## config.mk

```make
export PLATFORM = sky130hd
export DESIGN_NAME = pc_fetch_unit
export DESIGN_NICKNAME = d
export VERILOG_FILES = /design/src/rtl/riscv_pkg.sv /design/src/rtl/pc_target_gen.sv /design/src/rtl/pc_fetch_unit.sv
export SDC_FILE = /design/constraint.sdc
export NUM_CORES = 1
export LEC_CHECK = 0
export CORE_UTILIZATION = 52
export DETAILED_ROUTE_END_ITERATION = 12
export GPL_ROUTABILITY_DRIVEN = 0
export PLACE_DENSITY_LB_ADDON = 0.3
export SLEW_MARGIN = 15
export SYNTH_ARGS = -nofsm -noshare
export SYNTH_HDL_FRONTEND = slang
export SYNTH_HIERARCHICAL = 1
export SYNTH_SLANG_ARGS = --single-unit
```

## constraint.sdc

```tcl
create_clock -name clk -period 5.1 [get_ports clk]
set_input_delay 1.02 -clock clk [delete_from_list [all_inputs] [get_ports clk]]
set_output_delay 1.02 -clock clk [all_outputs]
set_load 0.02 [all_outputs]
```

## src/rtl/riscv_pkg.sv

```systemverilog
// Shared RV32I core definitions: fetch sequencer states and common constants.
package riscv_pkg;

   localparam int unsigned XLEN_DEFAULT = 32;
   localparam logic [31:0] NOP          = 32'h0000_0013;  // addi x0, x0, 0

   typedef enum logic [1:0] {
      IDLE  = 2'd0,
      FETCH = 2'd1,
      EXEC  = 2'd2
   } fetch_state_e;

endpackage

```

## src/rtl/pc_target_gen.sv

```systemverilog
// Next-PC selection for the fetch unit: Jalr > Jump/branch > sequential.
// Only redirect targets can be misaligned; the sequential path never is.
module pc_target_gen
   import riscv_pkg::*;
#(
   parameter int unsigned XLEN = XLEN_DEFAULT
) (
   input  logic [XLEN-1:0] pc_i,
   input  logic [XLEN-1:0] imm_i,
   input  logic [XLEN-1:0] rs1_data_i,
   input  logic            jalr_i,
   input  logic            jump_i,
   input  logic            pc_src_i,
   output logic [XLEN-1:0] next_pc_o,
   output logic            misaligned_o
);

   logic [XLEN-1:0] jalr_sum;
   logic            redirect;

   assign jalr_sum = rs1_data_i + imm_i;

   // NOTE: every output gets a default first so no path through the
   // if/else chain can leave a variable unassigned and infer a latch.
   always_comb begin
      next_pc_o = pc_i + XLEN'(4);
      redirect  = 1'b0;
      if (jalr_i) begin
         next_pc_o = {jalr_sum[XLEN-1:1], 1'b0};
         redirect  = 1'b1;
      end else if (jump_i || pc_src_i) begin
         next_pc_o = pc_i + imm_i;
         redirect  = 1'b1;
      end
   end

   assign misaligned_o = redirect && (next_pc_o[1:0] != 2'b00);

endmodule

```

## src/rtl/pc_fetch_unit.sv

```systemverilog
// Program counter and fetch sequencer: IDLE -> FETCH (req/ready) -> EXEC,
// forming the next PC on EXEC exit and redirecting misaligned targets to a trap vector.
module pc_fetch_unit
   import riscv_pkg::*;
#(
   parameter int unsigned     XLEN         = XLEN_DEFAULT,
   parameter logic [XLEN-1:0] RESET_VECTOR = '0,
   parameter logic [XLEN-1:0] TRAP_VECTOR  = XLEN'(32'h0000_0100)
) (
   input  logic            clk,
   input  logic            reset,
   input  logic            PC_Src,
   input  logic            Jump,
   input  logic            Jalr,
   input  logic [XLEN-1:0] imm,
   input  logic [XLEN-1:0] rs1_data,
   input  logic            stall,
   output logic            imem_req,
   output logic [XLEN-1:0] imem_addr,
   input  logic            imem_ready,
   input  logic [31:0]     imem_rdata,
   output logic [31:0]     instr,
   output logic            instr_valid,
   output logic [XLEN-1:0] PC,
   output logic [XLEN-1:0] PC_plus4,
   output logic            misalign_trap,
   output logic [XLEN-1:0] trap_pc
);

   fetch_state_e    state_q, state_d;
   logic [XLEN-1:0] pc_q, pc_d;
   logic [31:0]     instr_q, instr_d;
   logic            trap_q, trap_d;
   logic [XLEN-1:0] trap_pc_q, trap_pc_d;

   logic [XLEN-1:0] target_pc;
   logic            target_misaligned;

   pc_target_gen #(.XLEN(XLEN)) u_target (
      .pc_i         (pc_q),
      .imm_i        (imm),
      .rs1_data_i   (rs1_data),
      .jalr_i       (Jalr),
      .jump_i       (Jump),
      .pc_src_i     (PC_Src),
      .next_pc_o    (target_pc),
      .misaligned_o (target_misaligned)
   );

   // NOTE: state updates use non-blocking assignments so every register
   // samples pre-edge values regardless of statement order.
   always_ff @(posedge clk) begin
      if (reset) begin
         state_q   <= IDLE;
         pc_q      <= RESET_VECTOR;
         instr_q   <= NOP;
         trap_q    <= 1'b0;
         trap_pc_q <= '0;
      end else begin
         state_q   <= state_d;
         pc_q      <= pc_d;
         instr_q   <= instr_d;
         trap_q    <= trap_d;
         trap_pc_q <= trap_pc_d;
      end
   end

   always_comb begin
      state_d   = state_q;
      pc_d      = pc_q;
      instr_d   = instr_q;
      trap_d    = 1'b0;
      trap_pc_d = trap_pc_q;
      unique case (state_q)
         IDLE: state_d = FETCH;  // a stale ack arriving here is dropped
         FETCH: begin
            if (imem_ready) begin
               instr_d = imem_rdata;
               state_d = EXEC;
            end
         end
         EXEC: begin
            if (!stall) begin
               state_d = FETCH;
               if (target_misaligned) begin
                  pc_d      = TRAP_VECTOR;
                  trap_pc_d = pc_q;
                  trap_d    = 1'b1;
               end else begin
                  pc_d = target_pc;
               end
            end
         end
         default: state_d = IDLE;
      endcase
   end

   assign imem_req      = (state_q == FETCH);
   assign imem_addr     = pc_q;
   assign instr         = instr_q;
   assign instr_valid   = (state_q == EXEC);
   assign PC            = pc_q;
   assign PC_plus4      = pc_q + XLEN'(4);
   assign misalign_trap = trap_q;
   assign trap_pc       = trap_pc_q;

endmodule

```

Word-level counts from Yosys, hierarchy flattened

Index checks and enable logic that the tools add are counted.

Mux-type cells: 9
$mul: 0
Divide/modulo/power cells: 0
Eq/ne operators: 4
Bitwise logic cells: 2
$lt $le $gt $ge: 0
Reduce and logical (&&, ||, !) cells: 9
Shift operators: 0
$add $sub $neg: 3

Operator list:

| cell                                                             | number |
|---|---|
| 32-bit 2-to-1 mux                                                | 3 |
| 32-bit adder                                                     | 2 |
| 32-bit by 3-bit adder with 32-bit output (second input constant) | 1 |
| 2-bit one-hot mux with 3 select lines                            | 1 |
| 2-bit AND reduction                                              | 3 |
| 2-bit 2-to-1 mux                                                 | 2 |
| 1-bit 2-to-1 mux                                                 | 3 |
| 3-bit AND reduction                                              | 1 |
| 3-bit OR reduction                                               | 1 |
| 2-bit by 1-bit == test with 1-bit output (second input constant) | 1 |
| 2-bit == test (second input constant)                            | 1 |
| 2-bit zero test                                                  | 1 |
| 2-bit by 1-bit != test with 1-bit output (second input constant) | 1 |
| 2-bit != test (second input constant)                            | 1 |
| 1-bit inverter                                                   | 2 |
| 2-bit nonzero test                                               | 1 |
| 1-bit logical AND                                                | 1 |
| 1-bit logical OR                                                 | 1 |

Logic and storage cells: 32
Memories: 0
Input port bits: 103
Output and inout bits: 163
Register bits after elaboration: 99
RAM bits: 0
Memory bits (read-only): 0
Bits in latches: 0

Logic depth before layout (Yosys ltp)

Depth after elaboration: 6
Depth in mapped cells: 14
Mapped depth without buffers: 14

Modules after synthesis

The synthesis kept the hierarchy.

Modules (own cells, without submodules):

| module        | seq. area each (um^2) | instances | area each (um^2) | cells an instance |
|---|---|---|---|---|
| pc_target_gen | 0.0                   | 1         | 4389.2           | 649 |
| pc_fetch_unit | 1981.9                | 1         | 4349.2           | 550 |

Worst setup path after synthesis

Ideal clock, no wire load.

Path type: input port to flip-flop
Start point: in imm[2]
End point: reg pc_q[29] (netlist: PC[29])
Buffers on the path: 0
Setup time: 132 ps
Setup slack: 1544 ps
Required time: 4968 ps
Cell stages on the path: 12
Arrival: 3424 ps
Cell sequence: ha_1 > nor3_1 > a2111oi_4 > a211oi_4 > o221ai_4 > o21ai_2 > o21ai_2 > nor3_1 > mux2_1 > a211o_1 > nand3b_1 > a21oi_1

Word-level cells in the longest chain between the ends: 4
Elaborated cells on any way between the ends: 5
Those cells by class: 2 x add/sub; 3 x mux

RTL lines:

| item                    | line                | source |
|---|---|---|
| start, declared         | pc_fetch_unit.sv:15 | `input logic [XLEN-1:0] imm,` |
| 32-bit adder            | pc_target_gen.sv:32 | `next_pc_o = pc_i + imm_i;` |
| 32-bit 2-to-1 mux       | pc_target_gen.sv:31 | `end else if (jump_i \|\| pc_src_i) begin` |
| 32-bit 2-to-1 mux (*)   | pc_target_gen.sv:28 | `if (jalr_i) begin` |
| named net target_pc[29] | pc_fetch_unit.sv:36 | `logic [XLEN-1:0] target_pc;` |
| 32-bit 2-to-1 mux (*)   | pc_fetch_unit.sv:85 | `if (target_misaligned) begin` |
| end signal, assigned    | pc_fetch_unit.sv:61 | `pc_q <= pc_d;` |
| end, declared           | pc_fetch_unit.sv:31 | `logic [XLEN-1:0] pc_q, pc_d;` |

The timed path passes the listed nets; every way through them passes the cells marked *.
A chain may end at the register's enable or synchronous reset.

Final worst setup path

Start point: in imm[1]
End point: reg pc_q[30] (netlist: PC[30])

Same word-level chain as after synthesis.

==> impl_metrics.toml <==
[floorplanning]
initial_core_util = 0.531
io_pins = 266
die_h_microns = 132
rows = 47
coreArea_sq_um = 16500
die_x_microns = 132
dieArea_sq_um = 17300

[final_layout]
layout.nets = 1572
area_delta_synth_final_pct = 33.3
drive_above_1_share = 0.0490
antenna_cells = 0
ff_latch_area_sq_um = 1980
multi_input_area_sq_um = 6210
fillers = 1415

[worst_hold_path]
hold_start = "instr[17]$_SDFFE_PP0P_"
hold_class = "flop to flop"
min_to = "instr[17]$_SDFFE_PP0P_"
hold-path-cell-count = 2

[critical_path]
critPathBufInv = 2
slowest_delay_ns = 0.52
arrival_ns = 4.40
cp-end-kind = "flop"
crit_path_cell_trace = "clkdlybuf4s50_1 > inv_1 > fa_1 > nand2b_1 > a211oi_2 > o211ai_2 > o31ai_2 > a21oi_1 > o21ai_1 > nand4_1 > or3_1 > nand4_1 > nand3b_1 > a21oi_1"
crit_type = "input port to flop"
cp_slowest_cell = "clkdlybuf4s50_1"
crit_fanout = 4
r2r_start = "PC[6]$_SDFFE_PP0P_"
r2r_slack_ns = 1.55
reg2regPathDepth = 12
critPathTopFamily = "compound AO/OA/AOI/OAI gates"
cp-start-kind = "input port"
critPathRequiredTime_ns = 5.37
r2r_end = "PC[31]$_SDFFE_PP0P_"

[timing]
tns_ns = 0
period_share = 0.811
finalClockSkew_ns = 0.0106
setup_ws_ns = 0.966
hold_viol = 0
final-setup-viol-count = 0
relSlewSlack = 0.270
tightestPinTransition_ns = 1.10
rsz0062_at_grt = "false"
post-route-min-period_ns = 4.13
fmax_mhz = 242
slew_viol_final = 0

[cts]
clkTransAtPathRegs_ns = 0.07
cts_hold_buf = 0
cts_tree = "yes"
cts-root-buf = "clkbuf_16"
numClockSinks = 99
clockBufferDepth = 2
cts_made_buffers = 9
ctsResizeCount = 0
clock_latency_ns = 0.35
cts_setup_buffers = 0
htreeDepth = 3

[power_and_ir_drop]
p_sw_w = 0.000679
switching_share = 0.318
combPwrFrac = 0.295
intPower_w = 0.00146
p_leak_nw = 4.38
clkPwrFrac = 0.328
p_seq_frac = 0.377
peakVddDrop_uv = 172
powerDensity_nw_per_um2 = 183

[global_route]
grt_max_degree = 100
track_usage = 0.320
grt_overflow = 0
antenna_found_initial = 0
grt_pass1_vias = 8819
grt_pass1_wl_mm = 45.0

[yosys]
synth-simple-area-share = 0.266
synthCells = 1199
synth_edf_count = 0
synthArstFlopShare = 0
synth.area.top_cells = "dfxtp_1, a21oi_1, nand2_1"
synth_xor_area_frac = 0.105
netlist_area_sq_um = 8740
dominantRegCellSynth = "dfxtp_1"
synth_top_family_by_area = "simple AND/OR/NAND/NOR gates"
synth_compound_area_frac = 0.238
synth.mux.area_fraction = 0.00601
synth_adder_area_share = 0.0948
synthesis.nets = 1367
syn_area_per_cell_sq_um = 7.29
synth_top_area_frac = 0.227
synth_commonest_cells = "nand2_1, a21oi_1, dfxtp_1"
synth_seq_cells = 99
synth_top_area_cell = "dfxtp_1"
seq_area_frac_synth = 0.227
yosys_warnings = 6
synth_cell_types = 69
synth_most_common_cell = "nand2_1"

[placed_design]
port_buffers = 265
hpwl_mm = 21.1
pre_cts_slack_ns = 0.639

[drt]
route.detailed.drc = 0
num_vias = 9655
routed_wl_mm = 28.4
initialDrtViolationCount = 714
wl_per_cell_microns = 17.4
ant_nets = 0
drtPass1Iterations = 5
via_per_inst = 5.93

[outcome]
status = "finished, final reports clean"

[run]
drv_cap = 0
-- state kept, by name (all words and copies together) (netlist names) --
name           cells
state_q            2
misalign_trap      1
trap_pc           32
PC                32
instr             32
-- tightest hold or removal path: cells and delay by family (launching register included) --
kind,cells,cell delay (ns)
AO/OA/AOI/OAI,1,0.05
flip-flops,1,0.31
AND/OR/NAND/NOR,1,0.05
-- metal layers --
| layer | track usage | share of wire | wire length [microns] |
|---|---|---|---|
| met3 | 0.0494 | 0.063 | 1800 |
| met5 | 0 | 0 | 0 |
| met2 | 0.558 | 0.49 | 14000 |
| met4 | 0.156 | 0.044 | 1260 |
| met1 | 0.381 | 0.40 | 11300 |
-- area by class of cell --
cell class / instances / area share
Clock inverter: 6 / 0.00634
Inverter: 19 / 0.00612
Sequential cell: 99 / 0.170
Timing Repair Buffer: 287 / 0.241
Clock buffer: 9 / 0.0193
Multi-Input combinational cell: 988 / 0.533
Tap cell: 220 / 0.0236
-- metrics by stage --
step	utilization	hold WS (ns)	total power, W	instance area (sq um)	std cells
after floorplan	-	0.534	0.00121	8740	1199
after global placement	0.689	0.441	0.00143	11300	1613
after detailed placement	0.690	0.446	0.00144	11400	1613
after CTS	0.708	0.455	0.00214	11700	1628
after global routing	0.708	0.471	0.00222	11700	1628
final	0.708	0.454	0.00214	11700	1628
-- power groups by stage --
stage	Combinational, W	Clock (W)	Sequential, W
final	0.000631	0.000701	0.000805
after global placement	0.000608	0	0.000821
after floorplan	0.000371	0	0.000840
after global routing	0.000678	0.000739	0.000807
after CTS	0.000621	0.000712	0.000804
after detailed placement	0.000617	0	0.000822
-- kinds of logic (layout without fill, tap and decap cells) --
kind of cell    count (synthesis)  in the layout
simple gates                  478            478
compound gates                335            335
buf+inv                       112            321
xor+xnor                      105            105
flops                          99             99
fa+ha+maj                      65             65
mux                             5              5
-- worst max-delay path by stage --
stage,cells after the start,slack [ns],to,start
after CTS,5,0.99,PC_plus4[17],PC[9]$_SDFFE_PP0P_
after floorplan,12,1.54,PC[29]$_SDFFE_PP0P_,imm[2]
after global placement,14,0.75,PC[30]$_SDFFE_PP0P_,imm[1]
final,14,0.97,PC[30]$_SDFFE_PP0P_,imm[1]
after detailed placement,14,0.64,PC[30]$_SDFFE_PP0P_,imm[1]
after global routing,14,0.70,PC[30]$_SDFFE_PP0P_,imm[1]
-- placed cells by master, fill, tap and decap left out, types with 10 or more instances in the layout --
cell type / synthesis / final
dfxtp_1: 99 / 99
buf_4: 34 / 23
nand3_1: 34 / 34
xnor2_1: 72 / 72
and3_1: 10 / 10
nor3_1: 16 / 16
a211oi_1: 15 / 15
inv_1: 19 / 19
a21o_1: 31 / 31
ha_1: 63 / 63
o21ai_0: 41 / 41
nand3b_1: 37 / 37
nor2_1: 68 / 67
nand2_1: 230 / 230
o21bai_1: 10 / 10
xor2_1: 33 / 33
clkdlybuf4s50_1: 0 / 263
a21oi_1: 178 / 178
nand4_1: 29 / 29
(Power assumes the default switching activity.)
